$ cat config.mk
export PLATFORM = sky130hd
export DESIGN_NAME = sram_port_arbiter
export DESIGN_NICKNAME = d
export VERILOG_FILES = /design/src/rtl/sram_port_arbiter.sv
export SDC_FILE = /design/constraint.sdc
export NUM_CORES = 1
export LEC_CHECK = 0
export BUFFER_PORTS_ARGS = -buffer_cell sky130_fd_sc_hd__buf_2
export CORE_AREA = 2 2 121 123
export CTS_CLUSTER_DIAMETER = 30
export DETAILED_ROUTE_END_ITERATION = 8
export DIE_AREA = 0 0 123 125
export PLACE_DENSITY = 0.61
export REMOVE_ABC_BUFFERS = 1
export SYNTH_ARGS = -nofsm -noshare
export SYNTH_HDL_FRONTEND = slang
export SYNTH_SLANG_ARGS = --single-unit
$ cat constraint.sdc
create_clock -name clk -period 2.4 [get_ports clk]
set_input_delay 0.36 -clock clk [delete_from_list [all_inputs] [get_ports clk]]
set_output_delay 0.36 -clock clk [all_outputs]
set_load 0.03 [all_outputs]
$ cat src/rtl/sram_port_arbiter.sv
// Two-master arbiter for the shared data-SRAM port.
// m0 = instruction fetch, m1 = load/store path. One access per cycle is
// granted combinationally; read returns are routed back to their issuer
// through a fixed-depth tag pipeline that matches the SRAM read latency.
module sram_port_arbiter #(
  parameter int READ_LATENCY  = 1,  // 1..4
  parameter int PRIORITY_MODE = 0,  // 0 round-robin, 1 fixed m1 with m0 guard
  parameter int MAX_WAIT      = 7   // 1..15, fixed mode only
) (
  input  logic        clk,
  input  logic        reset,       // synchronous, active low
  input  logic        m0_req,
  input  logic [3:0]  m0_wen,
  input  logic [31:0] m0_addr,
  input  logic [31:0] m0_wdata,
  output logic        m0_gnt,
  output logic        m0_rvalid,
  output logic [31:0] m0_rdata,
  input  logic        m1_req,
  input  logic [3:0]  m1_wen,
  input  logic [31:0] m1_addr,
  input  logic [31:0] m1_wdata,
  output logic        m1_gnt,
  output logic        m1_rvalid,
  output logic [31:0] m1_rdata,
  output logic        sram_en,
  output logic [3:0]  sram_wen,
  output logic [31:0] sram_addr,
  output logic [31:0] sram_wdata,
  input  logic [31:0] sram_rdata
);

  localparam logic [3:0] LP_MAX_WAIT = 4'(MAX_WAIT);

  logic                    r_last_grant;  // 0 = m0, 1 = m1
  logic [3:0]              r_wait_cnt;
  logic [READ_LATENCY-1:0] r_vld_pipe;
  logic [READ_LATENCY-1:0] r_own_pipe;
  logic                    r_m0_rvalid, r_m1_rvalid;
  logic [31:0]             r_m0_rdata, r_m1_rdata;

  logic w_gnt0, w_gnt1;
  logic w_rd_issue;
  logic w_ret_vld, w_ret_own;

  // Grant decision; everything is suppressed while reset is held low
  always_comb begin
    w_gnt0 = 1'b0;
    w_gnt1 = 1'b0;
    if (reset) begin
      if (m0_req && m1_req) begin
        if (PRIORITY_MODE == 0) begin
          w_gnt0 = r_last_grant;
          w_gnt1 = ~r_last_grant;
        end else begin
          w_gnt0 = (r_wait_cnt == LP_MAX_WAIT);
          w_gnt1 = ~w_gnt0;
        end
      end else begin
        w_gnt0 = m0_req;
        w_gnt1 = m1_req;
      end
    end
  end

  // SRAM port mux; idle port is driven to all zeros
  always_comb begin
    sram_en    = w_gnt0 | w_gnt1;
    sram_wen   = '0;
    sram_addr  = '0;
    sram_wdata = '0;
    if (w_gnt0) begin
      sram_wen   = m0_wen;
      sram_addr  = m0_addr;
      sram_wdata = m0_wdata;
    end else if (w_gnt1) begin
      sram_wen   = m1_wen;
      sram_addr  = m1_addr;
      sram_wdata = m1_wdata;
    end
  end

  assign m0_gnt     = w_gnt0;
  assign m1_gnt     = w_gnt1;
  assign w_rd_issue = sram_en && (sram_wen == 4'b0000);
  assign w_ret_vld  = r_vld_pipe[READ_LATENCY-1];
  assign w_ret_own  = r_own_pipe[READ_LATENCY-1];

  // Remember the last winner so round-robin alternates under contention
  always_ff @(posedge clk) begin
    if (!reset)      r_last_grant <= 1'b1;
    else if (w_gnt0) r_last_grant <= 1'b0;
    else if (w_gnt1) r_last_grant <= 1'b1;
  end

  // Count consecutive denied m0 cycles (fixed mode only), saturating
  always_ff @(posedge clk) begin
    if (!reset || PRIORITY_MODE == 0)
      r_wait_cnt <= '0;
    else if (m0_req && !w_gnt0)
      r_wait_cnt <= (r_wait_cnt == LP_MAX_WAIT) ? r_wait_cnt : r_wait_cnt + 4'd1;
    else
      r_wait_cnt <= '0;
  end

  // Read tag pipeline: one stage per cycle of SRAM latency, never stalls
  always_ff @(posedge clk) begin
    if (!reset) begin
      r_vld_pipe <= '0;
      r_own_pipe <= '0;
    end else begin
      r_vld_pipe[0] <= w_rd_issue;
      r_own_pipe[0] <= w_gnt1;
      for (int i = 1; i < READ_LATENCY; i++) begin
        r_vld_pipe[i] <= r_vld_pipe[i-1];
        r_own_pipe[i] <= r_own_pipe[i-1];
      end
    end
  end

  // Steer returning SRAM data to the owner of the tag; rdata holds between returns
  always_ff @(posedge clk) begin
    if (!reset) begin
      r_m0_rvalid <= 1'b0;
      r_m1_rvalid <= 1'b0;
      r_m0_rdata  <= '0;
      r_m1_rdata  <= '0;
    end else begin
      r_m0_rvalid <= w_ret_vld && !w_ret_own;
      r_m1_rvalid <= w_ret_vld &&  w_ret_own;
      if (w_ret_vld && !w_ret_own) r_m0_rdata <= sram_rdata;
      if (w_ret_vld &&  w_ret_own) r_m1_rdata <= sram_rdata;
    end
  end

  assign m0_rvalid = r_m0_rvalid;
  assign m1_rvalid = r_m1_rvalid;
  assign m0_rdata  = r_m0_rdata;
  assign m1_rdata  = r_m1_rdata;

endmodule

# --- Word-level counts from Yosys, hierarchy flattened ---
# Index checks and enable logic that the tools add are counted.
# W data, S select, Z words.
op_classes:
  n_mux: 12
  bitwise: 2
  reduce_logical: 7
ops:
  columns: ["op", "n"]
  rows:
  - ["$mux W32", 4]
  - ["$mux W4", 2]
  - ["$mux W1", 6]
  - ["$logic_and A1 B1 Y1", 4]
  - ["$logic_not A4 Y1", 1]
  - ["$reduce_bool A2 Y1", 1]
  - ["$logic_not A1 Y1", 1]
  - ["$not A1 Y1", 1]
  - ["$or A1 B1 Y1", 1]
totals:
  reg_bits: 69
  in_bits: 172
  out_inout_bits: 137

# --- Depth between registers and ports, before layout ---
# Gate-level depths: netlist of the first run.
depth:
  word_depth: 7
  ltp_mapped: 6
  depth_no_buf: 4

# --- Worst setup path before layout of the first run ---
# Ideal clock, no wire load.
synth_path:
  path_type: "input-to-output"
  start: "in m1_req"
  end: "out sram_wdata[21]"
  arrival_time_ns: 1.266
  required_time_ns: 2.040
  setup_slack_ns: 0.774
  stages: 5
  n_path_buf: 1
  cell_sequence: "nand2b_1 nand2_1 nor2_2 buf_2 a22o_1"
synth_via:
  word_cells_on_any_way: 7
  classes_between: "6 x mux; 1 x reduce/logical"
synth_rtl:
  columns: ["element", "line_no", "source"]
  rows:
  - ["from (decl)", "19", "input logic m1_req,"]
  - ["$logic_and A1 B1 Y1", "51", "if (m0_req && m1_req) begin"]
  - ["$mux W1", "51", null]
  - ["$mux W1", "50", "if (reset) begin"]
  - ["via m0_gnt", "16", "output logic m0_gnt,"]
  - ["$mux W32", "72", "if (w_gnt0) begin"]
  - ["to (decl)", "29", "output logic [31:0] sram_wdata,"]
# The timed path passes the listed nets, and every way through them passes these cells.

# --- Worst setup path in the final report of the first run ---
layout_path:
  start: "reg r_last_grant"
  end: "out sram_addr[20]"
layout_via:
  elab_chain_len: 5
  word_cells_on_any_way: 7
  classes_between: "6 x mux; 1 x bitwise"
layout_lines:
  columns: ["element", "line_no", "source"]
  rows:
  - ["from (decl)", "35", "logic r_last_grant;"]
  - ["from (signal assigned)", "91", "if (!reset) r_last_grant <= 1'b1;"]
  - ["from (signal assigned)", "92", "else if (w_gnt0) r_last_grant <= 1'b0;"]
  - ["from (signal assigned)", "93", "else if (w_gnt1) r_last_grant <= 1'b1;"]
  - ["$not A1 Y1", "54", "w_gnt1 = ~r_last_grant;"]
  - ["$mux W1", "51", null]
  - ["$mux W1", "50", null]
  - ["$mux W32", "76", "end else if (w_gnt1) begin"]
  - ["$mux W32 *", "72", null]
  - ["to (decl)", "28", "output logic [31:0] sram_addr,"]
# Mark *: on every way between the ends. The rest lies on a longest branch, timed or not.

==> results of run 1 <==
kinds of logic (layout without fill, tap and decap cells):
logic type | count (synthesis) | after routing | share of synthesized area
AND/OR/NAND/NOR | 154 | 154 | 0.193
AO/OA/AOI/OAI | 134 | 134 | 0.293
flip-flops | 69 | 69 | 0.438
buffers and inverters | 37 | 332 | 0.0758
worst paths after layout:
| check | from | endpoint |
|---|---|---|
| setup reg to reg | r_own_pipe | m1_rdata[28] |
| hold / removal | reset | r_last_grant |
| setup / recovery | r_last_grant | sram_addr[20] |
| hold reg to reg | m1_rdata[8] | m1_rdata[8] |
Yosys cell counts:
cell type / count / area (µm²)
nor2b_1: 1 / 6.26
dfxtp_1: 69 / 1380
a22oi_1: 2 / 15.0
buf_1: 5 / 18.8
inv_2: 1 / 3.75
buf_4: 1 / 7.51
nor2_2: 2 / 12.5
buf_6: 11 / 124
clkbuf_1: 8 / 30.0
nor2_1: 7 / 26.3
o32ai_1: 1 / 8.76
and2_1: 3 / 18.8
buf_2: 11 / 55.1
o21ai_0: 1 / 5.00
o22ai_1: 2 / 12.5
nand2b_1: 3 / 18.8
and4bb_1: 1 / 12.5
a21oi_1: 64 / 320
nand2_1: 137 / 514
a22o_1: 64 / 561
report_power, final:
part | switching [W] | total [W] | leakage [nW] | internal (W)
registers | 0.0000130 | 0.00119 | 0.558 | 0.00117
logic | 0.000437 | 0.000694 | 1.89 | 0.000257
clock network | 0.000452 | 0.00117 | 0.129 | 0.000718
registers in the layout (all words and copies together) (netlist names):
register      cells
m0_rdata         32
r_last_grant      1
m1_rdata         32
r_own_pipe        1
m1_rvalid         1
m0_rvalid         1
r_vld_pipe        1
layer usage:
metal / wire, µm / track usage / up-vias
li1: - / - / 1939
met1: 5280 / 0.186 / 1774
met2: 6870 / 0.289 / 178
met3: 1340 / 0.0666 / 19
met4: 194 / 0.0455 / 2
met5: 7 / 0 / -
placed cells by master, fill, tap and decap left out, drive strengths merged:
| cell type | count |
|---|---|
| a21oi | 64 |
| a22o | 64 |
| a22oi | 2 |
| and2 | 3 |
| and4bb | 1 |
| buf | 316 |
| clkbuf | 13 |
| clkinv | 2 |
| dfxtp | 69 |
| inv | 1 |
| nand2 | 137 |
| nand2b | 3 |
| nor2 | 9 |
| nor2b | 1 |
| o21ai | 1 |
| o22ai | 2 |
| o32ai | 1 |
area by class of cell:
cell class / instances / area [µm²] / area share
clock buffers: 13 / 250 / 0.0495
repair buffers: 316 / 1640 / 0.324
multi-input cells: 288 / 1540 / 0.305
well taps: 184 / 230 / 0.0455
clock inverters: 2 / 10.0 / 0.00198
inverters: 1 / 3.75 / 0.000742
flip-flops and latches: 69 / 1380 / 0.273
stage by stage:
stage	std cells	total power, W
floorplan	358	0.00159
global placement	858	0.00191
finish	873	0.00305
CTS	873	0.00309
detailed placement	858	0.00191
global route	873	0.00319
worst max-delay path, cell delays in order, from the launching register on:
cell and delay, ps:
dfxtp_1 340, nand2b_1 120, nand2_1 130, nor2_4 130
buf_12 250, a22o_1 260, buf_2 220
==> out/metrics.yaml, run 1 <==
status: "completed"
synth.distinct_cells: 20
wl_per_cell_um: 15.7
drive_gt1_frac: 0.482
powerDensity_mw_per_mm2: 603
worst_pin_slew_ps: 633
ant_nets: 0
cts.repair.resized: 0
antenna_found_initial: 1
min_path_type: "in -> reg"
cts_hold_buf: 0
vias_per_cell: 4.48
fin_ws_ps: 222
tritoncts: "yes"
cts_root_buf: "clkbuf_16"
criticalPathCategory: "reg -> out"
reg2reg_setup_slack_ps: 920
ys_seq_area_frac: 0.438
start_util: 0.222
cts.path.max_buffers: 2
postSynthCellCount: 394
r2r_cells: 4
cp_data_arrival_time_ps: 1820
slew_viol_final: 0
io_buffers: 308
place.gp.congestion: 0.800
p_leak_nw: 2.57
fin_crit_sh: 0.907
insertion_delay_ps: 330
grt_setup_unrepaired: "false"
grt_use_total: 0.166
drc_errors: 0
netlist_area_mm2: 0.00315
postLayoutCellArea_mm2: 0.00506
startpoint_type: "flip-flop"
die_h_um: 125
finalSetupViolCount: 0
fp.coreArea_mm2: 0.0142
fin_crit_ps: 2180
dr.pass1.iters: 4
post_dp_cell_area_mm2: 0.00480
synth_seq_cells: 69
die_area_mm2: 0.0154
cts.sinks: 69
numCtsBuffers: 9
n_antenna_cell: 0
pin_count: 309
dp_slack_ps: 425
whs_ps: 269
grt_pass1_wl_mm: 19.7
setup_tns_ps: 0
grt_pass1_vias: 3590
maxCapViolations: 0
max-vdd-ir-drop_mv: 0.319
grt_max_degree: 66
drt_wl_total_mm: 13.7
min_path_cells: 2
syn2layout_area_growth_pct: 60.5
maxSlewHeadroom: 0.577
hold_viol_final: 0
final_util: 0.356
fin_nets: 857
fillCellCount: 1588
max_clock_freq_ghz: 0.459
first_iter_violations: 167
yosysWarnings: 0
htreeDepth: 3
grt_overflow: 0
dieWidth_um: 123
clock_skew_ps: 2.28
cp.required_ps: 2040
dp_hpwl_mm: 10.8
end_kind: "output pin"
synth.avg_cell_area_um2: 8.00
post-cts-setup-buffers: 0
vias: 3912
worstPathMaxFanout: 65
clk_pin_slew_ps: 50
num_rows: 44
(Power assumes the default switching activity.)
==> run 2, diff against run 1 <==
Settings changed: BUFFER_PORTS_ARGS -buffer_cell sky130_fd_sc_hd__buf_2 to -buffer_cell sky130_fd_sc_hd__clkbuf_2.
==> run 2 against run 1 <==
Against the previous run:
- cell area rose by 0.42%
- via count fell by 0.64%
- sequential cell count did not move
- cell count rose by 0.11%
- critical endpoint is now sram_addr[16]
- largest cell class unchanged
- highest routed layer is now met4
==> out/metrics.yaml, run 2 (synthesis gave the netlist of run 1 again) <==
dp_hpwl_mm: 10.9  # was 10.8 mm
max_clock_freq_ghz: 0.455  # was 0.459 GHz
numCtsBuffers: 9  # unchanged
hold_viol_final: 0  # unchanged
powerDensity_mw_per_mm2: 606  # was 603 mW/mm²
final_common_cell: "clkbuf_2"  # was buf_2
criticalPathCategory: "reg -> out"  # unchanged
reg2reg_setup_slack_ps: 1070  # was 920 ps
vias: 3887  # was 3912
vias_per_cell: 4.45  # was 4.48
dieWidth_um: 123  # unchanged
grt_setup_unrepaired: "false"  # unchanged
place.gp.congestion: 0.816  # was 0.800
n_antenna_cell: 0  # unchanged
first_iter_violations: 121  # was 167
drt_wl_total_mm: 13.8  # was 13.7 mm
wl_per_cell_um: 15.7  # about the same
r2r_cells: 4  # unchanged
post-cts-setup-buffers: 0  # unchanged
grt_max_degree: 66  # unchanged
worst_pin_slew_ps: 579  # was 633 ps
fin_crit_ps: 2200  # was 2180 ps
grt_pass1_wl_mm: 19.6  # was 19.7 mm
worstHoldStart: "sram_rdata[13]"  # was reset
cts_hold_buf: 0  # unchanged
max-vdd-ir-drop_mv: 0.286  # was 0.319 mV
startpoint_type: "flip-flop"  # unchanged
fillCellCount: 1552  # was 1588
syn2layout_area_growth_pct: 61.2  # was 60.5%
min_path_cells: 3  # was 2
cts.repair.resized: 0  # unchanged
num_rows: 44  # unchanged
cts.sinks: 69  # unchanged
min_to: "m0_rdata[13]"  # was r_last_grant
grt_use_total: 0.168  # was 0.166
drive_gt1_frac: 0.486  # was 0.482
clk_pin_slew_ps: 60  # was 50 ps
clock_skew_ps: 6.46  # was 2.28 ps
grt_overflow: 0  # unchanged
grt_pass1_vias: 3482  # was 3590
io_buffers: 308  # unchanged
reg2reg_to: "m0_rdata[0]"  # was m1_rdata[28]
final_util: 0.358  # was 0.356
start_util: 0.222  # unchanged
fin_nets: 857  # unchanged
maxCapViolations: 0  # unchanged
tritoncts: "yes"  # unchanged
cts_root_buf: "clkbuf_16"  # unchanged
cp.required_ps: 2040  # about the same
slew_viol_final: 0  # unchanged
fin_crit_sh: 0.917  # was 0.907
min_path_type: "in -> reg"  # unchanged
die_area_mm2: 0.0154  # unchanged
maxSlewHeadroom: 0.614  # was 0.577
cts.path.max_buffers: 2  # unchanged
dr.pass1.iters: 4  # unchanged
fp.coreArea_mm2: 0.0142  # unchanged
status: "completed"  # unchanged
final_cell_mix: "clkbuf_2, nand2_1, dfxtp_1"  # was buf_2, nand2_1, dfxtp_1
finalSetupViolCount: 0  # unchanged
r2r-start: "r_vld_pipe"  # was r_own_pipe
ant_nets: 0  # unchanged
insertion_delay_ps: 330  # about the same
fin_ws_ps: 200  # was 222 ps
p_leak_nw: 2.52  # was 2.57 nW
cp_data_arrival_time_ps: 1840  # was 1820 ps
worstPathMaxFanout: 65  # unchanged
whs_ps: 258  # was 269 ps
drc_errors: 0  # unchanged
end_kind: "output pin"  # unchanged
die_h_um: 125  # unchanged
htreeDepth: 3  # unchanged
pin_count: 309  # unchanged
dp_slack_ps: 411  # was 425 ps
antenna_found_initial: 0  # was 1
run 2: where the power goes:
group | internal [W] | switching, W | leakage (nW) | total [W]
Combinational | 0.000257 | 0.000440 | 1.83 | 0.000697
Sequential | 0.00117 | 0.0000139 | 0.558 | 0.00119
Clock | 0.000696 | 0.000499 | 0.132 | 0.00120
run 2: worst max-delay path, cell delays in order (launching register included):
cell	delay, ps
dfxtp_1	350
nand2b_1	130
nand2_1	130
nor2_4	140
buf_12	270
a22o_1	250
clkbuf_2	230
run 2: metrics by stage:
stage,TNS [ps],area [µm²],power (W),instances
2_1_floorplan,-45350,2920,0.00159,358
3_3_place_gp,0,4810,0.00191,858
4_1_cts,0,5080,0.00312,874
3_5_place_dp,0,4810,0.00191,858
6_report,0,5080,0.00308,874
5_1_grt,0,5080,0.00321,874
run 2: cell type report:
type | instances | area [µm²] | share of cell area
Multi-Input combinational cell | 288 | 1540 | 0.304
Sequential cell | 69 | 1380 | 0.272
Clock buffer | 10 | 229 | 0.0451
Inverter | 1 | 3.75 | 0.000739
Timing Repair Buffer | 316 | 1650 | 0.325
Clock inverter | 6 | 40.0 | 0.00788
Tap cell | 184 | 230 | 0.0453
run 2: worst max-delay path by stage:
stage / from / end / cells after the start
after floorplan: reset / sram_addr[0] / 3
after global placement: m1_req / sram_addr[20] / 7
after detailed placement: m0_req / sram_addr[20] / 7
after CTS: r_last_grant / sram_addr[20] / 6
after global routing: r_last_grant / sram_addr[20] / 6
final: r_last_grant / sram_addr[16] / 6
run 2: metal layers:
layer | part of all wire | vias up | GRT usage
met3 | 0.10 | 18 | 0.0598
li1 | - | 1943 | -
met2 | 0.51 | 182 | 0.288
met1 | 0.37 | 1744 | 0.190
met5 | 0 | - | 0
met4 | 0.017 | 0 | 0.0635
